==> config.mk <==
export PLATFORM = sky130hd
export DESIGN_NAME = i2c_slave_tx
export DESIGN_NICKNAME = d
export VERILOG_FILES = /design/src/rtl/i2c_slave_tx.sv
export SDC_FILE = /design/constraint.sdc
export NUM_CORES = 1
export LEC_CHECK = 0
export ABC_AREA = 1
export CAP_MARGIN = 20
export CORE_MARGIN = 1
export CORE_UTILIZATION = 57
export CTS_BUF_LIST = sky130_fd_sc_hd__clkbuf_8
export DETAILED_ROUTE_END_ITERATION = 6
export PLACE_DENSITY_LB_ADDON = 0.12
export SYNTH_ARGS = -nofsm -noshare
export SYNTH_HDL_FRONTEND = slang
export SYNTH_SLANG_ARGS = --single-unit
==> constraint.sdc <==
create_clock -name clk -period 1.79 [get_ports clk]
set_input_delay 0.2685 -clock clk [delete_from_list [all_inputs] [get_ports clk]]
set_output_delay 0.2685 -clock clk [all_outputs]
set_load 0.005 [all_outputs]
==> src/rtl/i2c_slave_tx.sv <==
// I2C read-direction slave: answers a matching read address with ACK, then
// serialises tx_data bytes MSB first until the master NACKs or issues STOP.
module i2c_slave_tx #(
    parameter logic [6:0] SLAVE_ADDR = 7'h50
) (
    input  logic       clk,
    input  logic       reset,
    input  logic       scl,
    input  logic       sda_in,
    input  logic [7:0] tx_data,
    output logic       sda_out,
    output logic       sda_oe,
    output logic       tx_ack,
    output logic       nack_seen,
    output logic       busy,
    output logic [3:0] state
);

    typedef enum logic [3:0] {
        IDLE      = 4'd0,
        ADDR      = 4'd1,
        ADDR_ACK  = 4'd2,
        TX_BYTE   = 4'd3,
        WAIT_ACK  = 4'd4,
        WAIT_STOP = 4'd5
    } state_t;

    state_t     st;
    logic [1:0] scl_sync, sda_sync;
    logic       scl_prev, sda_prev;
    logic [7:0] addr_shift;
    logic [7:0] tx_shift;
    logic [2:0] bit_cnt;
    logic       armed;

    logic scl_s, sda_s;
    logic scl_rise, scl_fall, start_det, stop_det;

    assign sda_out = 1'b0;
    assign state   = st;

    // Synchronisers preset to the idle-bus level so leaving reset cannot fake a START.
    always_ff @(posedge clk) begin
        if (reset) begin
            scl_sync <= 2'b11;
            sda_sync <= 2'b11;
            scl_prev <= 1'b1;
            sda_prev <= 1'b1;
        end else begin
            scl_sync <= {scl_sync[0], scl};
            sda_sync <= {sda_sync[0], sda_in};
            scl_prev <= scl_sync[1];
            sda_prev <= sda_sync[1];
        end
    end

    assign scl_s     = scl_sync[1];
    assign sda_s     = sda_sync[1];
    assign scl_rise  = scl_s & ~scl_prev;
    assign scl_fall  = ~scl_s & scl_prev;
    assign start_det = sda_prev & ~sda_s & scl_s;
    assign stop_det  = ~sda_prev & sda_s & scl_s;

    always_ff @(posedge clk) begin
        if (reset) begin
            st         <= IDLE;
            sda_oe     <= 1'b0;
            tx_ack     <= 1'b0;
            nack_seen  <= 1'b0;
            busy       <= 1'b0;
            addr_shift <= '0;
            tx_shift   <= '0;
            bit_cnt    <= '0;
            armed      <= 1'b0;
        end else begin
            // NOTE: pulse outputs default low here so every branch below only raises them.
            tx_ack    <= 1'b0;
            nack_seen <= 1'b0;
            if (stop_det) begin
                st     <= IDLE;
                sda_oe <= 1'b0;
                busy   <= 1'b0;
                armed  <= 1'b0;
            end else if (start_det) begin
                st      <= ADDR;
                bit_cnt <= '0;
                sda_oe  <= 1'b0;
                armed   <= 1'b0;
            end else begin
                case (st)
                    IDLE: ;
                    ADDR: begin
                        // armed marks "8 bits in, act on the next falling edge".
                        if (scl_rise && !armed) begin
                            addr_shift <= {addr_shift[6:0], sda_s};
                            bit_cnt    <= bit_cnt + 3'd1;
                            if (bit_cnt == 3'd7)
                                armed <= 1'b1;
                        end else if (scl_fall && armed) begin
                            armed <= 1'b0;
                            if (addr_shift == {SLAVE_ADDR, 1'b1}) begin
                                sda_oe   <= 1'b1;
                                tx_shift <= tx_data;
                                tx_ack   <= 1'b1;
                                busy     <= 1'b1;
                                st       <= ADDR_ACK;
                            end else begin
                                st <= WAIT_STOP;
                            end
                        end
                    end
                    ADDR_ACK: begin
                        if (scl_fall) begin
                            sda_oe  <= ~tx_shift[7];
                            bit_cnt <= '0;
                            st      <= TX_BYTE;
                        end
                    end
                    TX_BYTE: begin
                        if (scl_fall) begin
                            if (bit_cnt == 3'd7) begin
                                sda_oe  <= 1'b0;
                                bit_cnt <= '0;
                                st      <= WAIT_ACK;
                            end else begin
                                tx_shift <= {tx_shift[6:0], 1'b0};
                                sda_oe   <= ~tx_shift[6];
                                bit_cnt  <= bit_cnt + 3'd1;
                            end
                        end
                    end
                    WAIT_ACK: begin
                        if (scl_rise) begin
                            if (sda_s) begin
                                nack_seen <= 1'b1;
                                busy      <= 1'b0;
                                st        <= WAIT_STOP;
                            end else begin
                                armed <= 1'b1;
                            end
                        end else if (scl_fall && armed) begin
                            armed    <= 1'b0;
                            tx_shift <= tx_data;
                            tx_ack   <= 1'b1;
                            sda_oe   <= ~tx_data[7];
                            bit_cnt  <= '0;
                            st       <= TX_BYTE;
                        end
                    end
                    WAIT_STOP: ;
                    default: st <= IDLE;
                endcase
            end
        end
    end

endmodule

==> results.sh <==
export IMPL_cpMostUsedCell="nor2_4"
export IMPL_cts_buffers=5
export IMPL_grt_pass1_vias=1605
export IMPL_cp_cell_sequence="buf_4 > inv_1 > nor2_4 > nand2_2 > nand3_2 > nor2_4 > buf_12 > a21oi_1 > nor2_1"
export IMPL_drv_cap=0
export IMPL_place_hpwl_um=3080
export IMPL_netlist_cell_type_count=23
export IMPL_syn_to_final_growth_pct=22.7
export IMPL_synth_warnings=0
export IMPL_postSynthAreaPerCell_um2=6.42
export IMPL_fp_dieH_um=58.7
export IMPL_dr_pass1_iters=5
export IMPL_drive_gt1_frac=0.134
export IMPL_synth_compound_area_frac=0.120
export IMPL_path_max_fanout=16
export IMPL_wire_per_inst_um=11.7
export IMPL_synth_seq_cells=33
export IMPL_cts_tree="yes"
export IMPL_post_place_ws_ns=0.0305
export IMPL_numClockSinks=33
export IMPL_start_util=0.600
export IMPL_drv_slew=0
export IMPL_hold_buffers=0
export IMPL_diodes=0
export IMPL_reg2reg_slack_ns=0.17
export IMPL_critical_path_max_stage_delay_ns=0.41
export IMPL_synth_main_ff_cell="dfxtp_1"
export IMPL_ys_async_sr_fraction=0
export IMPL_grt_remaining_overflow=0
export IMPL_min_period_over_period=0.907
export IMPL_ir_drop_mv=0.910
export IMPL_cp_start_kind="register"
export IMPL_grt_pass1_wl_um=7020
export IMPL_min_path_cells=1
export IMPL_min_period_ns=1.62
export IMPL_ys_top_cells_by_count="nand2_1 (78), nor2_1 (41), dfxtp_1 (33), a21oi_1 (26), inv_1 (26)"
export IMPL_row_count=20
export IMPL_required_ns=1.97
export IMPL_synth_area_leader_cell="dfxtp_1"
export IMPL_worst_slack_ns=0.166
export IMPL_io_buffers=18
export IMPL_vias=1830
export IMPL_nNetsFinal=327
export IMPL_synth_adder_area_share=0.0137
export IMPL_finalSetupViolCount=0
export IMPL_multi_input_area_um2=1010
export IMPL_rsz0062_at_grt="no"
export IMPL_dieWidth_um=58.7
export IMPL_fin_skew_ns=0.00844
export IMPL_crit_start="state[0]"
export IMPL_outcome="complete, no violations"
export IMPL_clk_pin_slew_worst_paths_ns=0.08
export IMPL_syn_cell_area_um2=1830
export IMPL_end_kind="register"
export IMPL_tns_ns=0
export IMPL_cts_root_buf="clkbuf_8"
export IMPL_ys_seq_area_frac=0.361
export IMPL_synth_simple_gate_area_share=0.412
export IMPL_avgViaCountPerCell=5.11
export IMPL_grt_max_degree=21
export IMPL_yosysMostFrequentCell="nand2_1"
export IMPL_leakage_nw=1.06
export IMPL_cp_arrival_ns=1.80
export IMPL_pin_count=21
export IMPL_drt_initial_drc_count=92
export IMPL_path_delay_family="simple AND/OR/NAND/NOR gates"
export IMPL_design_core_area_um2=3050
export IMPL_synth_area_mux_share=0
export IMPL_path_depth=9
export IMPL_seqCellArea_um2=663
export IMPL_synth_xor_area_frac=0
export IMPL_clock_fmax_mhz=616
export IMPL_synth_edf_count=0
export IMPL_grt_usage=0.269
export IMPL_timing_final_hold_violations=0
export IMPL_cellPowerDensity_nw_per_um2=1010
export IMPL_cpMaxStageDelayCell="dfxtp_2"
export IMPL_yosys_top_cells_area="dfxtp_1 (36%), nand2_1 (16%), nor2_1 (8.4%), a21oi_1 (7.1%), inv_1 (5.3%)"
export IMPL_synth_top_family_by_area="simple AND/OR/NAND/NOR gates"
export IMPL_ant_nets=0
export IMPL_die_area_um2=3440
export IMPL_hold_path_class="reg2reg"
export IMPL_clockBufferDepth=2
export IMPL_gp_congestion=0.929
export IMPL_power_w=0.00227
export IMPL_drc=0
export IMPL_clock_latency_ns=0.29
export IMPL_synthCells=285
export IMPL_timing_rr_end="tx_shift[6]"
export IMPL_path_class="reg2reg"
export IMPL_grt_antenna_before_repair=0
export IMPL_fill_cells=273
export IMPL_worstSetupEndpoint="tx_shift[6]"
export IMPL_rr_startpoint="state[0]"
export IMPL_path_buf_inv=3
export IMPL_wl_um=4200
export IMPL_ff2ff_path_depth=9
export IMPL_htreeDepth=2
export IMPL_synth_top_cell_area_share=0.361
[through the flow]
stage	instances	area [um^2]	util	hold WS (ns)
3_3_place_gp	349	2100	0.689	0.391
3_5_place_dp	349	2100	0.689	0.396
2_1_floorplan	286	1830	-	0.338
4_1_cts	357	2220	0.728	0.413
6_report	358	2250	0.736	0.413
5_1_grt	358	2250	0.736	0.431
[power breakdown]
part | total [W] | internal (W) | switching [W]
combinational | 0.000652 | 0.000270 | 0.000382
clock | 0.000745 | 0.000453 | 0.000293
sequential | 0.000876 | 0.000820 | 0.0000558
total | 0.00227 | 0.00154 | 0.000731
[state kept, by name, indices dropped and copies added (netlist names), 2 cells and up]
| name | count |
|---|---|
| addr_shift | 8 |
| tx_shift | 8 |
| bit_cnt | 3 |
| state | 3 |
| scl_sync | 2 |
| sda_sync | 2 |
[worst min-delay path by stage]
stage               slack [ns]   startpoint          end
floorplan                 0.34        reset   bit_cnt[2]
global placement          0.39  scl_sync[0]  scl_sync[1]
detailed placement        0.40  scl_sync[0]  scl_sync[1]
CTS                       0.41  scl_sync[0]  scl_sync[1]
global route              0.43  scl_sync[0]  scl_sync[1]
finish                    0.41  scl_sync[0]  scl_sync[1]
[repair_timing]
action	4_1_cts	5_1_grt
endpoints found under the hold margin	0	0
setup endpoints to repair	0	10
gates resized for setup	0	2
setup buffers	0	1
[layout make-up]
type,count,share of cell area
Multi-Input combinational cell,214,0.448
Tap cell,44,0.0245
Sequential cell,33,0.295
Timing Repair Buffer,29,0.128
Clock inverter,2,0.0167
Clock buffer,6,0.0368
Inverter,30,0.0501
[cell families (layout without fill, tap and decap cells)]
logic type | Yosys count | count (layout)
compound gates | 43 | 43
fa+ha+maj | 2 | 2
buf+inv | 39 | 67
flops | 33 | 33
other cells | 1 | 2
simple gates | 167 | 167
[layout by cell type (no fill, tap or decap)]
| cell | Yosys | routed |
|---|---|---|
| nand2_1 | 78 | 78 |
| o211ai_1 | 1 | 1 |
| dfxtp_1 | 33 | 31 |
| buf_4 | 2 | 9 |
| or2_2 | 4 | 4 |
| clkbuf_8 | 0 | 6 |
| o21ai_0 | 15 | 15 |
| clkinvlp_4 | 0 | 1 |
| buf_12 | 0 | 2 |
| nand3b_1 | 7 | 7 |
| nor2_4 | 2 | 2 |
| nor2_2 | 4 | 4 |
| nand3_1 | 18 | 18 |
| ha_1 | 2 | 2 |
| clkdlybuf4s50_1 | 0 | 18 |
| dfxtp_2 | 0 | 2 |
| a211oi_1 | 1 | 1 |
| bufinv_16 | 0 | 1 |
| nand3_2 | 3 | 3 |
| inv_1 | 26 | 26 |
| nand2_2 | 4 | 4 |
| conb_1 | 1 | 2 |
| nand4_1 | 6 | 6 |
| inv_2 | 4 | 4 |
| nor2_1 | 41 | 41 |
| a21oi_1 | 26 | 26 |
[worst reg2reg max path: stages, from the launching register on]
cell and delay (ns):
dfxtp_2 0.41, buf_4 0.14, inv_1 0.06, nor2_4 0.26, nand2_2 0.13, nand3_2 0.12
nor2_4 0.04, buf_12 0.14, a21oi_1 0.15, nor2_1 0.08
[metal layers]
metal | vias to the layer above | global-route usage | part of all wire
li1 | 961 | - | -
met1 | 790 | 0.350 | 0.46
met2 | 69 | 0.435 | 0.47
met3 | 10 | 0.0484 | 0.052
met4 | 0 | 0.122 | 0.021
met5 | - | 0 | 0
Note: power is estimated with default switching activity, not from simulation.
